==> config.mk <==
export PLATFORM = sky130hd
export DESIGN_NAME = proc_irq_ctrl
export DESIGN_NICKNAME = d
export VERILOG_FILES = /design/src/rtl/proc_irq_pkg.sv /design/src/rtl/irq_fifo.sv /design/src/rtl/proc_irq_ctrl.sv
export SDC_FILE = /design/constraint.sdc
export NUM_CORES = 1
export LEC_CHECK = 0
export BUFFER_PORTS_ARGS = -buffer_cell sky130_fd_sc_hd__buf_4
export CORE_MARGIN = 2
export CORE_UTILIZATION = 55
export DETAILED_ROUTE_END_ITERATION = 12
export GPL_TIMING_DRIVEN = 0
export PLACE_DENSITY = 0.75
export REMOVE_ABC_BUFFERS = 1
export SLEW_MARGIN = 20
export SYNTH_ARGS = -nofsm -noshare
export SYNTH_HDL_FRONTEND = slang
export SYNTH_SLANG_ARGS = --single-unit
==> constraint.sdc <==
create_clock -name clk -period 2.8 [get_ports clk]
set_clock_uncertainty 0.1 [all_clocks]
set_input_delay 0.28 -clock clk [delete_from_list [all_inputs] [get_ports clk]]
set_output_delay 0.28 -clock clk [all_outputs]
set_load 0.01 [all_outputs]
==> src/rtl/proc_irq_pkg.sv <==
// Shared types and constants for the proc interrupt front-end.
package proc_irq_pkg;

  typedef enum logic [1:0] {
    IRQ_IDLE    = 2'd0,
    IRQ_PEND    = 2'd1,
    IRQ_SERVICE = 2'd2
  } irq_state_t;

  localparam logic SRC_KEY = 1'b0;
  localparam logic SRC_ETH = 1'b1;

  localparam int unsigned DROP_W = 8;

  function automatic logic [DROP_W-1:0] sat_inc(input logic [DROP_W-1:0] v);
    return (v == '1) ? v : v + 1'b1;
  endfunction

endpackage

==> src/rtl/irq_fifo.sv <==
// Per-source event FIFO; head is read combinationally, pointers advance on the edge.
module irq_fifo
  import proc_irq_pkg::*;
#(
  parameter int unsigned DEPTH  = 4,
  parameter int unsigned DATA_W = 32
) (
  input  logic              clk,
  input  logic              rst,
  input  logic              push,
  input  logic [DATA_W-1:0] push_data,
  input  logic              pop,
  output logic              full,
  output logic              empty,
  output logic [DATA_W-1:0] head_data
);

  localparam int unsigned AW = $clog2(DEPTH);
  localparam logic [AW:0] FULL_CNT = (AW+1)'(DEPTH);

  logic [DATA_W-1:0] mem [DEPTH];
  logic [AW-1:0]     wr_ptr;
  logic [AW-1:0]     rd_ptr;
  logic [AW:0]       count;
  logic              do_push;
  logic              do_pop;

  assign full      = (count == FULL_CNT);
  assign empty     = (count == '0);
  assign head_data = mem[rd_ptr];
  assign do_pop    = pop && !empty;
  // A full FIFO still takes a push when the head leaves in the same cycle.
  assign do_push   = push && (!full || do_pop);

  always_ff @(posedge clk) begin
    if (do_push) mem[wr_ptr] <= push_data;
  end

  always_ff @(posedge clk or posedge rst) begin
    if (rst) begin
      wr_ptr <= '0;
      rd_ptr <= '0;
      count  <= '0;
    end else begin
      if (do_push) wr_ptr <= wr_ptr + 1'b1;
      if (do_pop)  rd_ptr <= rd_ptr + 1'b1;
      case ({do_push, do_pop})
        2'b10:   count <= count + 1'b1;
        2'b01:   count <= count - 1'b1;
        default: count <= count;
      endcase
    end
  end

endmodule

==> src/rtl/proc_irq_ctrl.sv <==
// Interrupt front-end for proc: buffers key/eth events, presents one at a time,
// eth has fixed priority over key.
module proc_irq_ctrl
  import proc_irq_pkg::*;
#(
  parameter int unsigned DEPTH  = 4,
  parameter int unsigned DATA_W = 32
) (
  input  logic              clk,
  input  logic              rst,
  input  logic              key_valid,
  input  logic [DATA_W-1:0] key_data,
  input  logic              eth_valid,
  input  logic [DATA_W-1:0] eth_data,
  input  logic [1:0]        irq_en,
  input  logic              irq_ack,
  input  logic              irq_done,
  output logic              interrupt_key,
  output logic              interrupt_eth,
  output logic [DATA_W-1:0] interrupt_source_data,
  output logic [DROP_W-1:0] key_drop_cnt,
  output logic [DROP_W-1:0] eth_drop_cnt,
  output logic              busy
);

  irq_state_t        state;
  logic              sel;
  logic              key_full, key_empty, eth_full, eth_empty;
  logic [DATA_W-1:0] key_head, eth_head;
  logic              pop_key, pop_eth;

  assign pop_key = (state == IRQ_PEND) && irq_ack && (sel == SRC_KEY);
  assign pop_eth = (state == IRQ_PEND) && irq_ack && (sel == SRC_ETH);
  assign busy    = (state != IRQ_IDLE);

  irq_fifo #(.DEPTH(DEPTH), .DATA_W(DATA_W)) u_key_fifo (
    .clk       (clk),
    .rst       (rst),
    .push      (key_valid),
    .push_data (key_data),
    .pop       (pop_key),
    .full      (key_full),
    .empty     (key_empty),
    .head_data (key_head)
  );

  irq_fifo #(.DEPTH(DEPTH), .DATA_W(DATA_W)) u_eth_fifo (
    .clk       (clk),
    .rst       (rst),
    .push      (eth_valid),
    .push_data (eth_data),
    .pop       (pop_eth),
    .full      (eth_full),
    .empty     (eth_empty),
    .head_data (eth_head)
  );

  always_ff @(posedge clk or posedge rst) begin
    if (rst) begin
      state                 <= IRQ_IDLE;
      sel                   <= SRC_KEY;
      interrupt_key         <= 1'b0;
      interrupt_eth         <= 1'b0;
      interrupt_source_data <= '0;
    end else begin
      case (state)
        IRQ_IDLE: begin
          if (irq_en[1] && !eth_empty) begin
            state                 <= IRQ_PEND;
            sel                   <= SRC_ETH;
            interrupt_eth         <= 1'b1;
            interrupt_source_data <= eth_head;
          end else if (irq_en[0] && !key_empty) begin
            state                 <= IRQ_PEND;
            sel                   <= SRC_KEY;
            interrupt_key         <= 1'b1;
            interrupt_source_data <= key_head;
          end
        end
        IRQ_PEND: begin
          if (irq_ack) begin
            state         <= IRQ_SERVICE;
            interrupt_key <= 1'b0;
            interrupt_eth <= 1'b0;
          end
        end
        IRQ_SERVICE: begin
          if (irq_done) state <= IRQ_IDLE;
        end
        default: state <= IRQ_IDLE;
      endcase
    end
  end

  always_ff @(posedge clk or posedge rst) begin
    if (rst) begin
      key_drop_cnt <= '0;
      eth_drop_cnt <= '0;
    end else begin
      if (key_valid && key_full && !pop_key) key_drop_cnt <= sat_inc(key_drop_cnt);
      if (eth_valid && eth_full && !pop_eth) eth_drop_cnt <= sat_inc(eth_drop_cnt);
    end
  end

endmodule

Word-level counts from Yosys, hierarchy flattened
Memories as Yosys holds them, arrays and structs flattened.
Index checks and enable logic that the tools add are counted.
{"block": "totals", "output_inout_bits": 51, "n_memories": 2, "input_bits": 72, "word_cells": 100, "ram_bits": 256, "regBits": 67}
{"name": "u_eth_fifo.mem", "words": 4, "width": 32, "read_ports": 1, "rd_ports_with_merged_regs": 0, "write_ports": 1, "line": "irq_fifo.sv:21", "text": "logic [DATA_W-1:0] mem [DEPTH];"}
{"name": "u_key_fifo.mem", "words": 4, "width": 32, "read_ports": 1, "rd_ports_with_merged_regs": 0, "write_ports": 1, "line": "irq_fifo.sv:21"}
{"block": "classes", "mux": 21, "n_eq_ne": 16, "add_sub_neg": 10, "reduce_logical": 35, "n_bitwise": 3}
{"operator": "2-to-1 mux 32 bit", "count": 2}
{"operator": "adder 8 x 1 -> 8 bit, second input constant", "count": 2}
{"operator": "== test 8 bit, second input constant", "count": 2}
{"operator": "logical AND 1 bit", "count": 13}
{"operator": "one-hot mux 3 bit (2 select lines)", "count": 2}
{"operator": "2-to-1 mux 1 bit", "count": 10}
{"operator": "inequality test 2 bit, second input constant", "count": 5}
{"operator": "nonzero test 2 bit", "count": 5}
{"operator": "adder 2 x 1 -> 2 bit, second input constant", "count": 4}
{"operator": "2-to-1 mux 2 bit", "count": 4}
{"operator": "adder 3 x 1 -> 3 bit, second input constant", "count": 2}
{"operator": "== test 2 x 1 -> 1 bit, second input constant", "count": 3}
{"operator": "== test 2 bit, second input constant", "count": 3}
{"operator": "== test 3 bit, second input constant", "count": 2}
{"operator": "zero test 1 bit", "count": 6}
{"operator": "zero test 3 bit", "count": 2}
{"operator": "one-hot mux 2 bit (3 select lines)", "count": 1}
{"operator": "AND reduction 2 bit", "count": 3}
{"operator": "AND reduction 3 bit", "count": 2}
{"operator": "subtractor 3 x 1 -> 3 bit, second input constant", "count": 2}
{"operator": "one-hot mux 1 bit (2 select lines)", "count": 2}
{"operator": "AND reduction 4 bit", "count": 1}
{"operator": "inequality test 3 bit, second input constant", "count": 1}
{"operator": "NOT 1 bit", "count": 3}
{"operator": "other kinds (2)", "count": 3}

Logic depth before layout (Yosys ltp)
Gate-level depths: netlist of run 1.
{"block": "logic_depth", "word_depth": 8, "mapped_depth": 10}

Modules after synthesis
A second synthesis of run 1 with hierarchy kept.
{"block": "hier_totals", "cells_unflattened": 657, "area_unflattened_um2": 12613.3}
{"module": "irq_fifo", "area_each_um2": 5048.6, "n_inst": 2, "cells_each": 207}
{"module": "proc_irq_ctrl", "area_each_um2": 2516.2, "n_inst": 1, "cells_each": 243}

Least setup slack after synthesis of run 1
OpenSTA, ideal clock, no wires.
{"block": "synth_timing", "path_kind": "reg-to-reg", "start": "reg state[1]", "end": "mem u_key_fifo.mem[0][0] (enable)", "synth_period_minus_slack_ns": 2.371, "t_arrival_ns": 1.879, "stages_incl_launch_ff": 5, "slack_ns": 0.429, "path_buffers": 1, "path_cell_list": "dfrtp_1 nand3b_2 o2111ai_2 buf_6 and3_1"}
{"block": "synth_via", "elab_chain_len": 8}
{"element": "from (decl)", "line": "proc_irq_ctrl.sv:26", "text": "irq_state_t state;"}
{"element": "from (signal assigned)", "line": "proc_irq_ctrl.sv:60", "text": "state <= IRQ_IDLE;"}
{"element": "from (signal assigned)", "line": "proc_irq_ctrl.sv:69", "text": "state <= IRQ_PEND;"}
{"element": "from (signal assigned)", "line": "proc_irq_ctrl.sv:74", "text": "state <= IRQ_PEND;"}
{"element": "== test 2 x 1 -> 1 bit", "line": "proc_irq_ctrl.sv:32", "text": "assign pop_key = (state == IRQ_PEND) && irq_ack && (sel == SRC_KEY);"}
{"element": "logical AND 1 bit (2 in a row)", "line": "proc_irq_ctrl.sv:32"}
{"element": "logical AND 1 bit", "line": "irq_fifo.sv:31", "text": "assign do_pop = pop && !empty;"}
{"element": "logical OR 1 bit", "line": "irq_fifo.sv:33", "text": "assign do_push = push && (!full || do_pop);"}
{"element": "logical AND 1 bit", "line": "irq_fifo.sv:33"}
{"element": "2-to-1 mux 1 bit", "line": "irq_fifo.sv:36", "text": "if (do_push) mem[wr_ptr] <= push_data;"}
{"element": "2-to-1 mux 1 bit (not written as such)", "line": "irq_fifo.sv:36"}
{"element": "to (decl)", "line": "irq_fifo.sv:21"}
Every way passes these cells.

Final worst setup path of run 1
{"block": "layout_timing", "start": "reg state[1]", "end": "reg u_key_fifo.count[2]"}
{"block": "layout_via", "elab_chain_len": 8, "word_cells_on_any_way": 10, "cone_classes": "eq/ne (3); mux (1); reduce/logical (6)"}
{"element": "== test 2 x 1 -> 1 bit (*)", "line": "proc_irq_ctrl.sv:32"}
{"element": "logical AND 1 bit (*) (2 in a row)", "line": "proc_irq_ctrl.sv:32"}
{"element": "logical AND 1 bit (*)", "line": "irq_fifo.sv:31"}
{"element": "logical OR 1 bit", "line": "irq_fifo.sv:33"}
{"element": "logical AND 1 bit", "line": "irq_fifo.sv:33"}
{"element": "== test 2 x 1 -> 1 bit / == test 2 bit (equally long branches)", "line": "irq_fifo.sv:47", "text": "case ({do_push, do_pop})"}
{"element": "one-hot mux 3 bit (2 select lines) / nonzero test 2 bit (equally long branches)"}
{"element": "to (signal assigned)", "line": "irq_fifo.sv:48", "text": "2'b10: count <= count + 1'b1;"}
{"element": "to (signal assigned)", "line": "irq_fifo.sv:49", "text": "2'b01: count <= count - 1'b1;"}
{"element": "to (signal assigned)", "line": "irq_fifo.sv:50", "text": "default: count <= count;"}
{"element": "to (decl)", "line": "irq_fifo.sv:24", "text": "logic [AW:0] count;"}
Mark *: on every way between the ends. The rest lies on a longest branch, timed or not.
A chain may end at the register's enable or synchronous reset.

==> impl_metrics.tcl, run 1 <==
set metrics [dict create \
    finalSetupTns_ps 0 \
    dr.pass1.iters 4 \
    slew_viol_final 0 \
    clkSlewWorstSetupHoldPaths_ps 60 \
    overflow 0 \
    synth_area_mm2 0.01264 \
    synthTopCellsByCount "edfxtp_1, dfrtp_1, mux4_2" \
    syn_avg_cell_area_um2 19.75 \
    synth-seq-area-share_pct 74.09 \
    path_cells "nand3b_2, o2111ai_2, nand2_1, ha_1, inv_1, fa_1, xor2_1, nor2_1, xor2_1" \
    hold_path.class "input port to flop" \
    synth_top_area_share_pct 60.83 \
    cts_resized 0 \
    dp.final_hpwl_um 15960 \
    drive_above_1_share_pct 33.18 \
    cp-end-kind "flop" \
    cts.path.max_buffers 3 \
    min_period_ps 2580 \
    outcome "complete, no violations" \
    ant_nets 0 \
    synth_edf_count 256 \
    grt_pass1_vias 7291 \
    gp_routability_congestion 0.7791 \
    multiInputGateArea_mm2 0.003064 \
    tritoncts "done" \
    clk_latency_ps 510 \
    fmax_ghz 0.3876 \
    regArea_mm2 0.009374 \
    arrival_ps 2860 \
    tightest_slew_ps 746.0 \
    p_per_area_mw_per_mm2 1029 \
    die-height_um 155.6 \
    pre_cts_ws_ps 267.8 \
    start_util_pct 55.99 \
    synth.area.mux_share_pct 14.45 \
    synth_top_family_by_area "multiplexers" \
    max_stage_delay_ps 490 \
    ctsRootBufferMaster "clkbuf_16" \
    cts.sinks 323 \
    hold_viol_final 0 \
    cp.required_ps 3080 \
    ys.flop_type "edfxtp_1" \
    row_count 55 \
    post_drt_wl_per_cell_um 21.96 \
    dieWidth_um 155.6 \
    fin_crit_sh_pct 92.15 \
    grt_max_degree 36 \
    vdd_drop_max_v 0.0006619 \
    path_class "flop to flop" \
    drcViolationCount 0 \
    p_leak_nw 5.943 \
    coreArea_mm2 0.02257 \
    grt_pass1_wl_um 39990 \
    io_pins 123 \
    max_cap_viol_count 0 \
    slowest_stage "o2111ai_2" \
    synthAdderAreaFrac_pct 1.505 \
    yosysMostFrequentCell "edfxtp_1" \
    nNetsFinal 941 \
    drt-total-wl_um 25580 \
    async_flop_share_pct 20.74 \
    synth_cells 640 \
    setup_violations 0 \
    crit_fanout 12 \
    ys_seq_elements 323 \
    crit_top_cell "xor2_1" \
    fin_util_pct 70.13 \
    n_antenna_cell 0 \
    syn2layout_area_growth_pct 25.26 \
    via_count 6691 \
    synth_xor_area_share_pct 1.802 \
    yosys.area_share.simple_pct 3.317 \
    via_per_inst 5.743 \
    h-tree-depth 2 \
    dieArea_mm2 0.02421 \
    grt_use_total_pct 22.06 \
    rsz0062_at_grt "false" \
    synth-compound-area-share_pct 2.970 \
    drt_iter0_drc 448 \
    antenna_found_initial 0 \
    yosys_warnings 0 \
    fillers 1420 \
    yosysTopAreaCell "edfxtp_1" \
    synth_cell_types 39 \
    cts_buffers 34 \
    worst_setup_path_start_kind "flop" \
    holdWs_ps 25.87 \
    ys_top_cells_by_area "edfxtp_1, dfrtp_1, mux4_2" \
    setup_ws_ps 219.7 \
    io_buffers 122 \
    relSlewSlack_pct 50.27 \
]
## repair_timing
action,CTS,global route
buffers inserted,0,0
hold buffers,67,0
endpoints found under the setup margin,0,0
endpoints found under the hold margin,290,0
## report_power, final
part / leakage [nW] / switching [mW] / internal (mW)
registers: 3.17 / 0.799 / 6.47
clock network: 0.501 / 1.73 / 2.44
logic: 2.27 / 2.39 / 2.46
## critical path: cells and delay by family, from the launching register on
kind            cells  cell delay [ps]
compound gates      1              490
xor+xnor            2              310
fa+ha+maj           2              430
buf+inv             1               80
flops               1              440
simple gates        3              590
## kinds of logic (layout without fill, tap and decap cells)
logic type | count (synthesis) | count (layout)
AOI/OAI and AO/OA | 48 | 48
xor gates and xnor gates | 26 | 26
adders and majority gates | 14 | 14
buffers and inverters | 44 | 284
DFF | 323 | 323
muxes | 102 | 102
and+or+nand+nor | 83 | 83
## sequential cells by signal, summed over array words and instances (netlist names), 3 cells and up
signal and flops:
key_drop_cnt 8, u_eth_fifo.mem 128, u_eth_fifo.count 3, eth_drop_cnt 8
u_key_fifo.mem 128, interrupt_source_data 32, u_key_fifo.count 3
## cell usage in the layout (no fill, tap or decap), types with 14 or more instances in the layout
cell type and instances:
dfrtp_1 63, nand2_1 41, o21ai_1 15, o21ai_2 17, edfxtp_1 256, inv_1 15
clkbuf_16 35, mux4_2 64, dlygate4sd3_1 67, xor2_1 19, mux2i_1 34, clkbuf_1 14
buf_4 122
## layer usage
layer	global-route usage (%)	vias up	wire length (um)
met5	0	-	0
met2	36.56	212	12850
met3	3.833	50	1555
met1	30.05	3467	10500
li1	-	2962	-
met4	7.864	0	674
## path summary, 6_finish.rpt
check / start / endpoint / slack [ps] / depth (start not counted)
worst max-delay path: state[1] / u_key_fifo.count[2] / 220 / 9
worst min-delay path: irq_en[1] / interrupt_eth / 30 / 3
worst max register to register: state[1] / u_key_fifo.count[2] / 220 / 9
worst min register to register: interrupt_source_data[31] / interrupt_source_data[31] / 380 / 2
max in group asynchronous: rst / u_key_fifo.rd_ptr[0] / 1710 / 4
min in group asynchronous: rst / interrupt_source_data[1] / 280 / 3
## layout make-up
class	count	area share (%)
Sequential cell	323	59.22
Multi-Input combinational cell	273	19.36
Timing Repair Buffer	207	12.24
Clock buffer	54	6.299
Tap cell	285	2.253
Inverter	16	0.3952
Clock inverter	7	0.2371
## metrics by stage
stage / area, um2 / power (mW) / instances
floorplan: 12460 / 10.15 / 612
global placement: 13740 / 11.69 / 1019
detailed placement: 14120 / 12.19 / 1037
CTS: 15830 / 16.44 / 1165
global route: 15830 / 17.09 / 1165
finish: 15830 / 16.29 / 1165
(Power assumes the default switching activity.)
==> run 2, diff against run 1 <==
SYNTH_HIERARCHICAL = 1   (was not set)
==> impl_metrics.tcl, run 2 <==
set metrics [dict create \
    synth_cells 657 \
    final_cell_mix "edfxtp_1, buf_4, dlygate4sd3_1, mux4_2, dfrtp_1" \
    yosysTopAreaCell "edfxtp_1" \
    syn_avg_cell_area_um2 19.20 \
    regArea_mm2 0.009374 \
    grt_pass1_vias 7067 \
    cts.sinks 323 \
    holdWs_ps 40.20 \
    min_period_ps 2470 \
    clkSlewWorstSetupHoldPaths_ps 60 \
    fin_crit_sh_pct 88.23 \
    cts_buffers 34 \
    yosysMostFrequentCell "edfxtp_1" \
    start_util_pct 55.88 \
    syn2layout_area_growth_pct 24.58 \
    p_per_area_mw_per_mm2 1026 \
    drt-total-wl_um 25910 \
    path_class "flop to flop" \
    ys_top_cells_by_area "edfxtp_1, dfrtp_1, mux4_2" \
    via_count 6723 \
    overflow 0 \
    dr.pass1.iters 7 \
    clk_latency_ps 520 \
    fmax_ghz 0.4048 \
    grt_pass1_wl_um 39850 \
    ys.flop_type "edfxtp_1" \
    combPwrFrac_pct 26.7 \
    reg_top3 "u_eth_fifo/mem: 128 flops, u_key_fifo/mem: 128 flops, interrupt_source_data: 32 flops" \
    io_buffers 122 \
    min_path_cells 3 \
    r2r-start "u_key_fifo/count[0]" \
    cts_hold_buf 68 \
    rsz0062_at_grt "false" \
    worst_setup_path_start_kind "flop" \
    hold_path.class "input port to flop" \
    worst-r2r-cell-count 9 \
    grt_use_total_pct 22.05 \
    async_flop_share_pct 20.74 \
    synth-seq-area-share_pct 74.24 \
    ys_seq_elements 323 \
    max_cap_viol_count 0 \
    nNetsFinal 947 \
    relSlewSlack_pct 26.45 \
    tritoncts "done" \
    final_common_cell "edfxtp_1" \
    r2r-end "u_key_fifo/count[2]" \
    multiInputGateArea_mm2 0.003044 \
    internal_power_mw 11.36 \
    ctsRootBufferMaster "clkbuf_16" \
    path_cells "or3b_1, o21a_4, inv_1, ha_1, inv_1, fa_1, xor2_1, nor2_1, xor2_1" \
    dieArea_mm2 0.02416 \
    synth_top_area_share_pct 60.95 \
    hp-start "key_valid" \
    reg2reg_slack_ps 330 \
    slew_viol_final 0 \
    arrival_ps 2790 \
    holdPathEnd "u_key_fifo/wr_ptr[0]" \
    clkPwrFrac_pct 27.6 \
    row_count 55 \
    drt_iter0_drc 561 \
    crit_fanout 7 \
    tightest_slew_ps 1103 \
    fin_util_pct 69.62 \
    synth_cell_types 42 \
    drive_above_1_share_pct 31.23 \
    p_leak_nw 5.914 \
    synth_area_mm2 0.01261 \
    cts_post_setup_buffers_inserted 0 \
    seqPwrFrac_pct 45.7 \
    max_stage_delay_ps 440 \
    outcome "complete, no violations" \
    slowest_stage "dfrtp_1" \
    swShare_pct 29.57 \
    fillers 1410 \
    dp.final_hpwl_um 14560 \
    post_drt_wl_per_cell_um 22.11 \
    via_per_inst 5.736 \
    yosys_warnings 6 \
    h-tree-depth 2 \
    cts_resized 0 \
    cp-end-kind "flop" \
    grt_max_degree 35 \
    cts.path.max_buffers 3 \
    gp_routability_congestion 0.8013 \
    synth_edf_count 256 \
    n_antenna_cell 0 \
    cp.required_ps 3110 \
    drcViolationCount 0 \
    hold_viol_final 0 \
    dieWidth_um 155.4 \
    p_sw_mw 4.768 \
    antenna_found_initial 0 \
    io_pins 123 \
    ant_nets 0 \
    synthTopCellsByCount "edfxtp_1, dfrtp_1, mux4_2" \
    setup_violations 0 \
    die-height_um 155.4 \
    coreArea_mm2 0.02257 \
    vdd_drop_max_v 0.0006243 \
]
-- run 2: cell types whose count changed after synthesis, moves of 7 or more --
cell and change:
o21ai_2 -17, o21ai_1 -15, inv_1 +7, buf_6 -7, o21ai_0 +32, and2_2 +8
and3_1 -8
-- run 2: worst max-delay path by stage --
stage                                to  slack (ps)                 from
2_1_floorplan                  state[0]       -1510  u_eth_fifo/count[0]
3_3_place_gp   interrupt_source_data[6]       -4200  u_eth_fifo/count[0]
3_5_place_dp        u_key_fifo/count[2]         380  u_key_fifo/count[0]
4_1_cts             u_key_fifo/count[2]         350  u_key_fifo/count[0]
5_1_grt             u_key_fifo/count[2]         250  u_key_fifo/count[0]
6_report            u_key_fifo/count[2]         330  u_key_fifo/count[0]
-- run 2: metal layers --
metal	GRT usage (%)	vias up	part of all wire (%)
met4	5.461	0	1.4
met5	0	-	0
met1	29.84	3499	41
met3	3.593	25	5.7
met2	38.05	232	52
li1	-	2967	-
-- run 2: worst max-delay path, delay by kind of cell (launching register included) --
kind / cells / cell delay [ps]
simple gates: 2 / 560
fa+ha+maj: 2 / 550
flops: 1 / 440
xor+xnor: 2 / 360
compound gates: 1 / 240
buf+inv: 2 / 130
-- run 2: logic make-up (layout without fill, tap and decap cells) --
family,Yosys count,after routing,synth area share (%)
flops,323,323,74.24
simple gates,96,96,3.988
mux,106,106,14.89
compound gates,48,48,2.212
fa+ha+maj,14,14,1.508
buf+inv,50,280,1.776
xor+xnor,20,20,1.389
-- run 2: power groups by stage --
stage | clock network (mW) | logic, mW | registers, mW
finish | 4.44 | 4.31 | 7.37
global route | 4.69 | 4.67 | 7.54
CTS | 4.50 | 4.35 | 7.40
detailed placement | 0 | 4.23 | 7.48
global placement | 0 | 3.84 | 7.50
floorplan | 0 | 2.53 | 7.36
-- run 2: final cells by class --
type / count / share of cell area (%)
tap: 285 / 2.269
clock inverter: 9 / 0.6211
sequential: 323 / 59.65
timing repair buffer: 195 / 10.94
inverter: 23 / 0.5653
clock buffer: 53 / 6.577
multi-input combinational: 284 / 19.37
-- run 2: stage by stage --
stage / TNS, ps / instances / worst slack, ps / total power, mW / cell area (um2)
after floorplan: -49720 / 630 / -1510 / 9.887 / 12480
after global placement: -137810 / 1037 / -4203 / 11.33 / 13750
after detailed placement: 0 / 1042 / 378.1 / 11.71 / 13900
after CTS: 0 / 1172 / 346.1 / 16.25 / 15710
after global routing: 0 / 1172 / 249.8 / 16.91 / 15710
final: 0 / 1172 / 329.5 / 16.12 / 15710
==> run 3, diff against run 2 <==
CORE_ASPECT_RATIO = 2   (was not set)
CORE_UTILIZATION = 35   (was 55)
PLACE_DENSITY = not set   (was 0.75)
==> impl_metrics.tcl, run 3 (synthesized netlist as in run 2, its figures left out) <==
set metrics [dict create \
    worst_setup_path_start_kind "flop" \
    placed_cells 1210 \
    start_util_pct 35.35 \
    setup_violations 0 \
    cp.required_ps 2860 \
    fmax_ghz 0.4241 \
    h-tree-depth 1 \
    slew_viol_final 0 \
    grt_max_degree 44 \
    dp.final_hpwl_um 16500 \
    fillers 3125 \
    min_period_ps 2358 \
    worst-r2r-cell-count 3 \
    cts_post_setup_buffers_inserted 0 \
    layout.cells.non_filler 1333 \
    cts.path.max_buffers 3 \
    grt_pass1_wl_um 41580 \
    final_common_cell "edfxtp_1" \
    syn2layout_area_growth_pct 25.79 \
    grt_pass1_vias 7035 \
    arrival_ps 2410 \
    n_antenna_cell 0 \
    io_buffers 122 \
    hold_viol_final 0 \
    coreArea_mm2 0.03568 \
    grt_use_total_pct 14.55 \
    cts_buffers 29 \
    dieWidth_um 138.2 \
    nNetsFinal 948 \
    rsz0062_at_grt "false" \
    p_leak_nw 5.882 \
    total_power_mw 15.86 \
    final_cell_mix "edfxtp_1, buf_4, dlygate4sd3_1, mux4_2, dfrtp_1" \
    drive_above_1_share_pct 31.03 \
    relSlewSlack_pct 25.76 \
    hold_path.class "input port to flop" \
    ctsRootBufferMaster "clkbuf_16" \
    r2r-start "state[1]" \
    vdd_drop_max_v 0.0007667 \
    tightest_slew_ps 1114 \
    outcome "complete, no violations" \
    drt-total-wl_um 27230 \
    gp_routability_congestion 0.7497 \
    clk_latency_ps 550 \
    path_class "flop to flop" \
    crit_fanout 32 \
    row_count 98 \
    ant_nets 0 \
    tritoncts "done" \
    cts_resized 0 \
    fin_crit_sh_pct 84.22 \
    die-height_um 272.5 \
    max_cap_viol_count 0 \
    min_path_cells 4 \
    dieArea_mm2 0.03766 \
    cts.sinks 323 \
    via_per_inst 4.889 \
    via_count 6517 \
    antenna_found_initial 0 \
    post_drt_wl_per_cell_um 20.43 \
    reg_top3 "u_eth_fifo/mem: 128 flops, u_key_fifo/mem: 128 flops, interrupt_source_data: 32 flops" \
    cp-end-kind "flop" \
    overflow 0 \
    p_per_area_mw_per_mm2 999.3 \
    drcViolationCount 0 \
    clkSlewWorstSetupHoldPaths_ps 70 \
    io_pins 123 \
    dr.pass1.iters 4 \
    hp-start "irq_en[0]" \
    startpoint "state[1]" \
    drt_iter0_drc 274 \
]
run 3: cell count changes in the layout (fill, tap and decap cells not counted), sizes merged, moves of 4 or more:
cell,delta
buf,+4
bufinv,+4
clkinv,+5
clkbuf,-23
run 3: what timing repair did:
action	4_1_cts	5_1_grt
endpoints found under the hold margin	329	0
endpoints found under the setup margin	0	0
hold buffers	70	0
run 3: critical path, cell delays in order (launching register included):
cell and delay [ps]:
dfrtp_1 400, and4bb_4 380, o21a_4 180, and2_2 900
run 3: metal layers:
metal	track usage [%]	part of all wire, %	up-vias
li1	-	-	2966
met1	16.92	39	3385
met2	27.55	56	128
met3	1.811	3.1	38
met4	4.887	2.5	0
met5	0	0	-
run 3: metrics by stage:
stage	TNS, ps	hold WS, ps	setup WS, ps	utilization (%)	cell area (um2)
after floorplan	-49720	-16.60	-1510	-	12480
after global placement	-179040	149.4	-5005	39.11	13950
after detailed placement	0	158.8	386.3	39.71	14170
after CTS	0	109.0	369.3	44.40	15840
after global routing	0	154.4	303.1	44.47	15870
final	0	138.0	441.8	44.47	15870
run 3: worst paths after layout:
kind	slack [ps]	end
worst max-delay path	440	u_key_fifo/mem[1][26]
worst min-delay path	140	sel
worst max register to register	440	u_key_fifo/mem[1][26]
worst min register to register	380	interrupt_source_data[18]
max in group asynchronous	1930	interrupt_source_data[22]
min in group asynchronous	150	interrupt_source_data[21]
run 3: layout make-up:
cell class | count | area, um2 | share of cell area [%]
clock buffers | 30 | 729.5 | 4.597
flip-flops and latches | 323 | 9374 | 59.08
well taps | 450 | 563.0 | 3.549
inverters | 23 | 88.84 | 0.5599
repair buffers | 201 | 1819 | 11.47
multi-input cells | 284 | 3049 | 19.22
clock inverters | 22 | 242.7 | 1.530
run 3: where the power goes:
part | total, mW | internal (mW) | switching [mW] | leakage (nW)
Sequential | 7.19 | 6.47 | 0.720 | 3.16
Clock | 4.07 | 2.35 | 1.72 | 0.472
Combinational | 4.59 | 2.30 | 2.29 | 2.25
Total | 15.9 | 11.1 | 4.72 | 5.88
